File: src/rtl/dbus_mem_ctrl.sv
// dbus_mem_ctrl: MEM-stage data-bus sequencer.
//   Takes one load/store request at a time from the pipeline, rejects misaligned
//   accesses, drives a latched request onto dreq_* and stalls the pipeline until
//   the bus completes. The raw 64-bit read beat and the low address bits go to
//   writeback. Also keeps a saturating count of stalled cycles.
// Ports:
//   clk, reset                  clock, asynchronous active-high reset
//   req_*                       MEM-stage request (held stable while stall=1)
//   flush                       squash the current request
//   stall, misalign             pipeline hold / misaligned reject (combinational)
//   resp_valid/rdata/addr_low   completion pulse, raw read beat, latched addr[2:0]
//   dreq_*                      bus request (driven from latched registers only)
//   dresp_addr_ok/data_ok/data  bus handshake and read data
//   stall_cycles                saturating count of cycles with stall=1
module dbus_mem_ctrl #(
  parameter int unsigned ADDR_W = 64,
  parameter int unsigned CNT_W  = 32
) (
  input  logic              clk,
  input  logic              reset,
  input  logic              req_valid,
  input  logic              req_write,
  input  logic [ADDR_W-1:0] req_addr,
  input  logic [2:0]        req_size,
  input  logic [63:0]       req_wdata,
  input  logic              flush,
  output logic              stall,
  output logic              misalign,
  output logic              resp_valid,
  output logic [63:0]       resp_rdata,
  output logic [2:0]        resp_addr_low,
  output logic              dreq_valid,
  output logic [ADDR_W-1:0] dreq_addr,
  output logic [2:0]        dreq_size,
  output logic [7:0]        dreq_strobe,
  output logic [63:0]       dreq_data,
  input  logic              dresp_addr_ok,
  input  logic              dresp_data_ok,
  input  logic [63:0]       dresp_data,
  output logic [CNT_W-1:0]  stall_cycles
);

  typedef enum logic [1:0] {StIdle, StReq, StWait, StDone} state_e;

  state_e            state_q;
  logic [ADDR_W-1:0] addr_q;
  logic [2:0]        size_q;
  logic [7:0]        strobe_q;
  logic [63:0]       data_q;
  logic [2:0]        addr_low_q;
  logic [63:0]       rdata_q;
  logic              squash_q;
  logic [CNT_W-1:0]  cnt_q;

  logic              misaligned;
  logic              accept;
  logic [7:0]        strobe_base;
  logic [7:0]        strobe_new;
  logic [63:0]       data_new;

  // Size decode: byte mask before lane shift, and alignment check.
  always_comb begin
    strobe_base = 8'h00;
    misaligned  = 1'b0;
    case (req_size)
      3'd0: strobe_base = 8'h01;
      3'd1: begin
        strobe_base = 8'h03;
        misaligned  = req_addr[0];
      end
      3'd2: begin
        strobe_base = 8'h0F;
        misaligned  = |req_addr[1:0];
      end
      3'd3: begin
        strobe_base = 8'hFF;
        misaligned  = |req_addr[2:0];
      end
      default: ;
    endcase
  end

  assign strobe_new = req_write ? (strobe_base << req_addr[2:0]) : 8'h00;
  assign data_new   = req_wdata << {req_addr[2:0], 3'b000};

  assign accept   = (state_q == StIdle) && req_valid && !misaligned && !flush;
  assign misalign = (state_q == StIdle) && req_valid && misaligned;
  // Stall covers the accept cycle and the whole bus handshake; DONE releases it.
  assign stall    = accept || (state_q == StReq) || (state_q == StWait);

  always_ff @(posedge clk or posedge reset) begin
    if (reset) begin
      state_q    <= StIdle;
      addr_q     <= '0;
      size_q     <= '0;
      strobe_q   <= '0;
      data_q     <= '0;
      addr_low_q <= '0;
      rdata_q    <= '0;
      squash_q   <= 1'b0;
      cnt_q      <= '0;
    end else begin
      if (stall && (cnt_q != {CNT_W{1'b1}})) begin
        cnt_q <= cnt_q + {{(CNT_W-1){1'b0}}, 1'b1};
      end
      unique case (state_q)
        StIdle: begin
          if (accept) begin
            addr_q     <= req_addr;
            size_q     <= req_size;
            strobe_q   <= strobe_new;
            data_q     <= data_new;
            addr_low_q <= req_addr[2:0];
            state_q    <= StReq;
          end
        end
        StReq: begin
          // The bus handshake is never abandoned; a flush only suppresses the response.
          if (flush) squash_q <= 1'b1;
          // data_ok without addr_ok counts as both.
          if (dresp_data_ok) begin
            rdata_q <= dresp_data;
            state_q <= StDone;
          end else if (dresp_addr_ok) begin
            state_q <= StWait;
          end
        end
        StWait: begin
          if (flush) squash_q <= 1'b1;
          if (dresp_data_ok) begin
            rdata_q <= dresp_data;
            state_q <= StDone;
          end
        end
        StDone: begin
          squash_q <= 1'b0;
          state_q  <= StIdle;
        end
        default: state_q <= StIdle;
      endcase
    end
  end

  assign resp_valid    = (state_q == StDone) && !squash_q;
  assign resp_rdata    = rdata_q;
  assign resp_addr_low = addr_low_q;
  assign dreq_valid    = (state_q == StReq);
  assign dreq_addr     = addr_q;
  assign dreq_size     = size_q;
  assign dreq_strobe   = strobe_q;
  assign dreq_data     = data_q;
  assign stall_cycles  = cnt_q;

endmodule

File: config.mk
export PLATFORM = sky130hd
export DESIGN_NAME = dbus_mem_ctrl
export DESIGN_NICKNAME = d
export VERILOG_FILES = /design/src/rtl/dbus_mem_ctrl.sv
export SDC_FILE = /design/constraint.sdc
export NUM_CORES = 1
export LEC_CHECK = 0
export ABC_CLOCK_PERIOD_IN_PS = 13430
export BUFFER_PORTS_ARGS = -buffer_cell sky130_fd_sc_hd__buf_2
export CAP_MARGIN = 10
export CELL_PAD_IN_SITES_DETAIL_PLACEMENT = 1
export CELL_PAD_IN_SITES_GLOBAL_PLACEMENT = 1
export CORE_MARGIN = 8
export CORE_UTILIZATION = 40
export DETAILED_ROUTE_END_ITERATION = 12
export PLACE_DENSITY = 0.86
export SYNTH_ARGS = -nofsm -noshare
export SYNTH_HDL_FRONTEND = slang
export SYNTH_SLANG_ARGS = --single-unit
File: constraint.sdc
create_clock -name clk -period 13.43 [get_ports clk]
set_input_delay 1.343 -clock clk [delete_from_list [all_inputs] [get_ports clk]]
set_output_delay 1.343 -clock clk [all_outputs]
set_load 0.1 [all_outputs]
== Yosys cells after proc, flatten, opt, wreduce, memory -nomap -nowiden ==
Cells that the tools add are included.
Word-level totals
  register bits: 241
  logic and storage cells: 54
Operators by class
  mux-type cells: 10
  shifts and indexed selects: 2
  equality and inequality tests: 11
  add/subtract/negate cells: 1
  reduce and logical (&&, ||, !) cells: 21
Operators by type and width (count)
  $shl 64x6->64: 1
  $add 32x1->32 const B: 1
  $ne 32x32->1 const B: 1
  $pmux 8 s4: 1
  $mux 2: 4
  $mux 8: 1
  $pmux 2 s4: 1
  $shl 8x3->8: 1
  $eq 3x2->1 const B: 2
  $logic_and 1x1->1: 6
  $reduce_and 2->1: 3
  $eq 2x2->1 const B: 2
  $ne 2x2->1 const B: 2
  $reduce_or 2->1: 2
  $eq 3x1->1 const B: 1
  $logic_not 1->1: 3
  $logic_not 3->1: 1
  $ne 3x1->1 const B: 1
  $pmux 1 s3: 1
  $reduce_and 3->1: 1
  $reduce_or 3->1: 1
  $eq 2x1->1 const B: 1
  $logic_not 2->1: 1
  $logic_or 1x1->1: 2
  other kinds (4): 4

== Logic depth before layout (Yosys ltp) ==
  depth after elaboration: 8
  mapped depth: 10
  mapped depth without buffers: 8

== Worst setup path before layout ==
No wires, ideal clock.
  kind: input port to output port
  start point: input port req_addr[0]
  end point: output port misalign
  arrival time: 3.074 ns
  setup slack: 9.013 ns
  buffers on the path: 3
  stages: 6
  cells stage by stage: buf_2 > buf_2 > buf_2 > o21ai_0 > o21ai_0 > and4b_1
Between the ends
  word-level cells in the longest chain between the ends: 3
Ends and longest elaborated chain
  from (decl): RTL line 23  | input logic [ADDR_W-1:0] req_addr,
  $reduce_or 3->1 or $reduce_or 2->1 (tied branches): RTL line 77, 73
  $pmux 1 s3 (*): RTL line 65  | case (req_size)
  $logic_and 1x1->1 (*): RTL line 87  | assign misalign = (state_q == StIdle) && req_valid && misaligned;
  to (decl): RTL line 28  | output logic misalign,
Mark *: on every way between the ends. The rest lies on a longest branch, timed or not.

== Worst setup path after layout ==
  start point: input port req_addr[2]
  end point: output port stall
Between the ends
  word-level cells in the longest chain between the ends: 7
Ends and longest elaborated chain
  $reduce_or 3->1: RTL line 77  | misaligned = |req_addr[2:0];
  $pmux 1 s3: RTL line 65
  $logic_not 1->1: RTL line 86  | assign accept = (state_q == StIdle) && req_valid && !misaligned && !flush;
  $logic_and 1x1->1 (2 in series): RTL line 86
  $logic_or 1x1->1 (2 in series): RTL line 89  | assign stall = accept || (state_q == StReq) || (state_q == StWait);
  to (decl): RTL line 27  | output logic stall,
Every way passes these cells.

==> out/metrics.yaml <==
status: "finished, final reports clean"
setup_tns_ns: 0
crit_top_cell: "buf_2"
cpPeakStageDelay_ns: 0.90
grt_pass1_wl_um: 63200
slew-limit-headroom: 0.265
cts.repair.resized: 0
drive_gt1_frac: 0.512
critPathCaptureType: "output port"
critical_path.slowest_cell: "and2_1"
cp-start-kind: "input port"
nets: 1541
rsz0062_at_grt: "false"
area_growth_pct: 30.0
setup_viol: 0
drv_cap: 0
fp.coreArea_sq_um: 27600
synth_cell_types: 51
worstPathRequired_ns: 12.09
critPathKind: "input port to output port"
globalplace.congestion: 0.857
via_per_inst: 5.41
ys_seq_area_frac: 0.532
hold_path_class: "flop to flop"
crit_chain: "buf_2, buf_4, a21oi_1, o221ai_4, and2_1, inv_2, buf_2"
netlist_instances: 918
async_flop_share: 1.00
synth_edf_count: 0
synth.avg_cell_area_sq_um: 12.2
ant_nets: 0
die_y_um: 183
totalWireLength_um: 41900
rows: 61
worstPathMaxFanout: 40
tightest_slew_ns: 1.10
drt_iter0_drc: 579
period_share: 0.370
ctsHtreeMaxLevel: 1
cp_data_arrival_time_ns: 3.63
cp_top_family: "buffers and inverters"
grt_overflow_total: 0
io_pins: 444
numPortBuffers: 443
postCtsHoldBufs: 0
fmax_mhz: 201
dr.pass1.iters: 5
cts_inserted_buffers: 27
cts_setup_buffers: 0
clockRootBuffer: "clkbuf_16"
path_clk_slew_ns: 0.06
syn-cell-area_sq_um: 11200
first_global_vias: 10600
die_x_um: 183
worst_clock_skew_ns: 0.00971
synthesis.nets: 1126
clk_latency_ns: 0.53
drc_errors: 0
wl_per_cell_um: 24.2
cts_tree: "built"
path_buf_inv: 4
report.final.slew_viol_count: 0
ys_ff_latch: 238
hpwl_um: 31100
track_usage: 0.241
clockBufferDepth: 3
numClockSinks: 238
die-area_sq_um: 33600
yosysWarningCount: 0
antenna_found_initial: 7
vias: 9382
grt_max_degree: 219
start_util: 0.405
synth_top_flop_cell: "dfrtp_1"
finalHoldViolCount: 0
min_period_ns: 4.97
tightest hold or removal path, cell delays in order, from the launching register on:
cell and delay, ns:
dfrtp_1 0.33, nand2_1 0.05, o21ai_0 0.06
routing by layer:
| metal | GRT usage | vias to the layer above | wire length, um |
|---|---|---|---|
| met3 | 0.0714 | 102 | 3470 |
| met1 | 0.262 | 4755 | 14800 |
| li1 | - | 4109 | - |
| met4 | 0.0917 | 6 | 1680 |
| met5 | 0 | - | 35 |
| met2 | 0.439 | 410 | 21900 |
through the flow:
stage	utilization	instances	setup WS, ns	hold WS [ns]	instance area [sq um]
2_1_floorplan	-	918	5.56	0.500	11200
3_3_place_gp	0.494	1682	8.57	0.456	13600
3_5_place_dp	0.494	1682	8.51	0.465	13600
4_1_cts	0.526	1729	8.47	0.478	14500
5_1_grt	0.526	1733	8.32	0.507	14500
6_report	0.526	1733	8.46	0.473	14500
cells in the mapped netlist (2+ instances only):
library cell  instances  area [sq um]
dfrtp_1             238          5960
mux2_2              141          1590
nand2_1             122           458
o21ai_0              53           265
nor2_1               38           143
mux4_2               28           631
buf_2                27           135
a21oi_1              25           125
clkbuf_1             25          93.8
o31ai_1              20           150
mux2i_1              18           180
xor2_1               18           158
a22oi_1              17           128
nand3_1              14          70.1
nand4_1              14          87.6
xnor2_1              12           105
nor3_2               10           100
o21a_1                9          67.6
a211o_1               7          61.3
and4_1                7          61.3
buf_4                 6          45.0
ha_1                  6          75.1
inv_1                 6          22.5
buf_6                 5          56.3
or3_1                 5          31.3
a211oi_1              4          30.0
nand2b_1              4          25.0
buf_1                 3          11.3
nor3_1                3          15.0
nor4_2                3          37.5
nor4b_2               3          45.0
o22ai_1               3          18.8
a21o_1                2          15.0
and2_1                2          12.5
and3_4                2          22.5
nand3b_1              2          15.0
nor2b_1               2          12.5
final cells by class:
cell class                      instances  area [sq um]
Fill cell                            3065         13100
Sequential cell                       238          5960
Multi-Input combinational cell        606          4880
Timing Repair Buffer                  452          2300
Clock buffer                           36           779
Tap cell                              378           473
Clock inverter                         11           111
Inverter                                8          37.5
Antenna cell                            4          10.0
cells in the final DEF, fill, tap and decap left out, types with 3 or more instances in the layout:
cell type / instances
buf_2: 442
dfrtp_1: 238
mux2_2: 141
nand2_1: 121
o21ai_0: 53
nor2_1: 38
mux4_2: 28
clkbuf_16: 27
a21oi_1: 25
o31ai_1: 20
mux2i_1: 18
xor2_1: 18
a22oi_1: 17
nand3_1: 14
nand4_1: 14
xnor2_1: 12
nor3_2: 10
o21a_1: 9
buf_4: 9
a211o_1: 7
and4_1: 7
clkinv_2: 7
clkbuf_8: 7
ha_1: 6
inv_1: 5
or3_1: 5
diode_2: 4
nand2b_1: 4
a211oi_1: 4
o22ai_1: 3
nor3_1: 3
nor4b_2: 3
nor4_2: 3
registers in the layout (all words and copies together), names as in the netlist:
register      count
dreq_data        64
squash_q          1
resp_rdata       64
dreq_strobe       8
dreq_addr        64
state_q           2
dreq_size         3
stall_cycles     32
cells by family after synthesis:
group	synth area share
multiplexers	0.214
XOR/XNOR	0.0235
AND/OR/NAND/NOR	0.107
buffers and inverters	0.0332
flip-flops	0.532
adder cells (fa/ha/maj)	0.00671
AO/OA/AOI/OAI	0.0831
path summary, 6_finish.rpt:
kind,startpoint,end,slack (ns),depth (start not counted)
setup / recovery,req_addr[2],stall,8.46,7
hold reg to reg,dreq_data[1],dreq_data[1],0.47,2
setup reg to reg,state_q[1],stall_cycles[1],10.74,6
min in group asynchronous,reset,resp_rdata[11],0.97,2
max in group asynchronous,reset,dreq_size[1],10.98,3
hold / removal,dreq_data[1],dreq_data[1],0.47,2
Power is not shown: default switching activity piles up to over one toggle a cycle in this logic, so the estimate is an artifact.
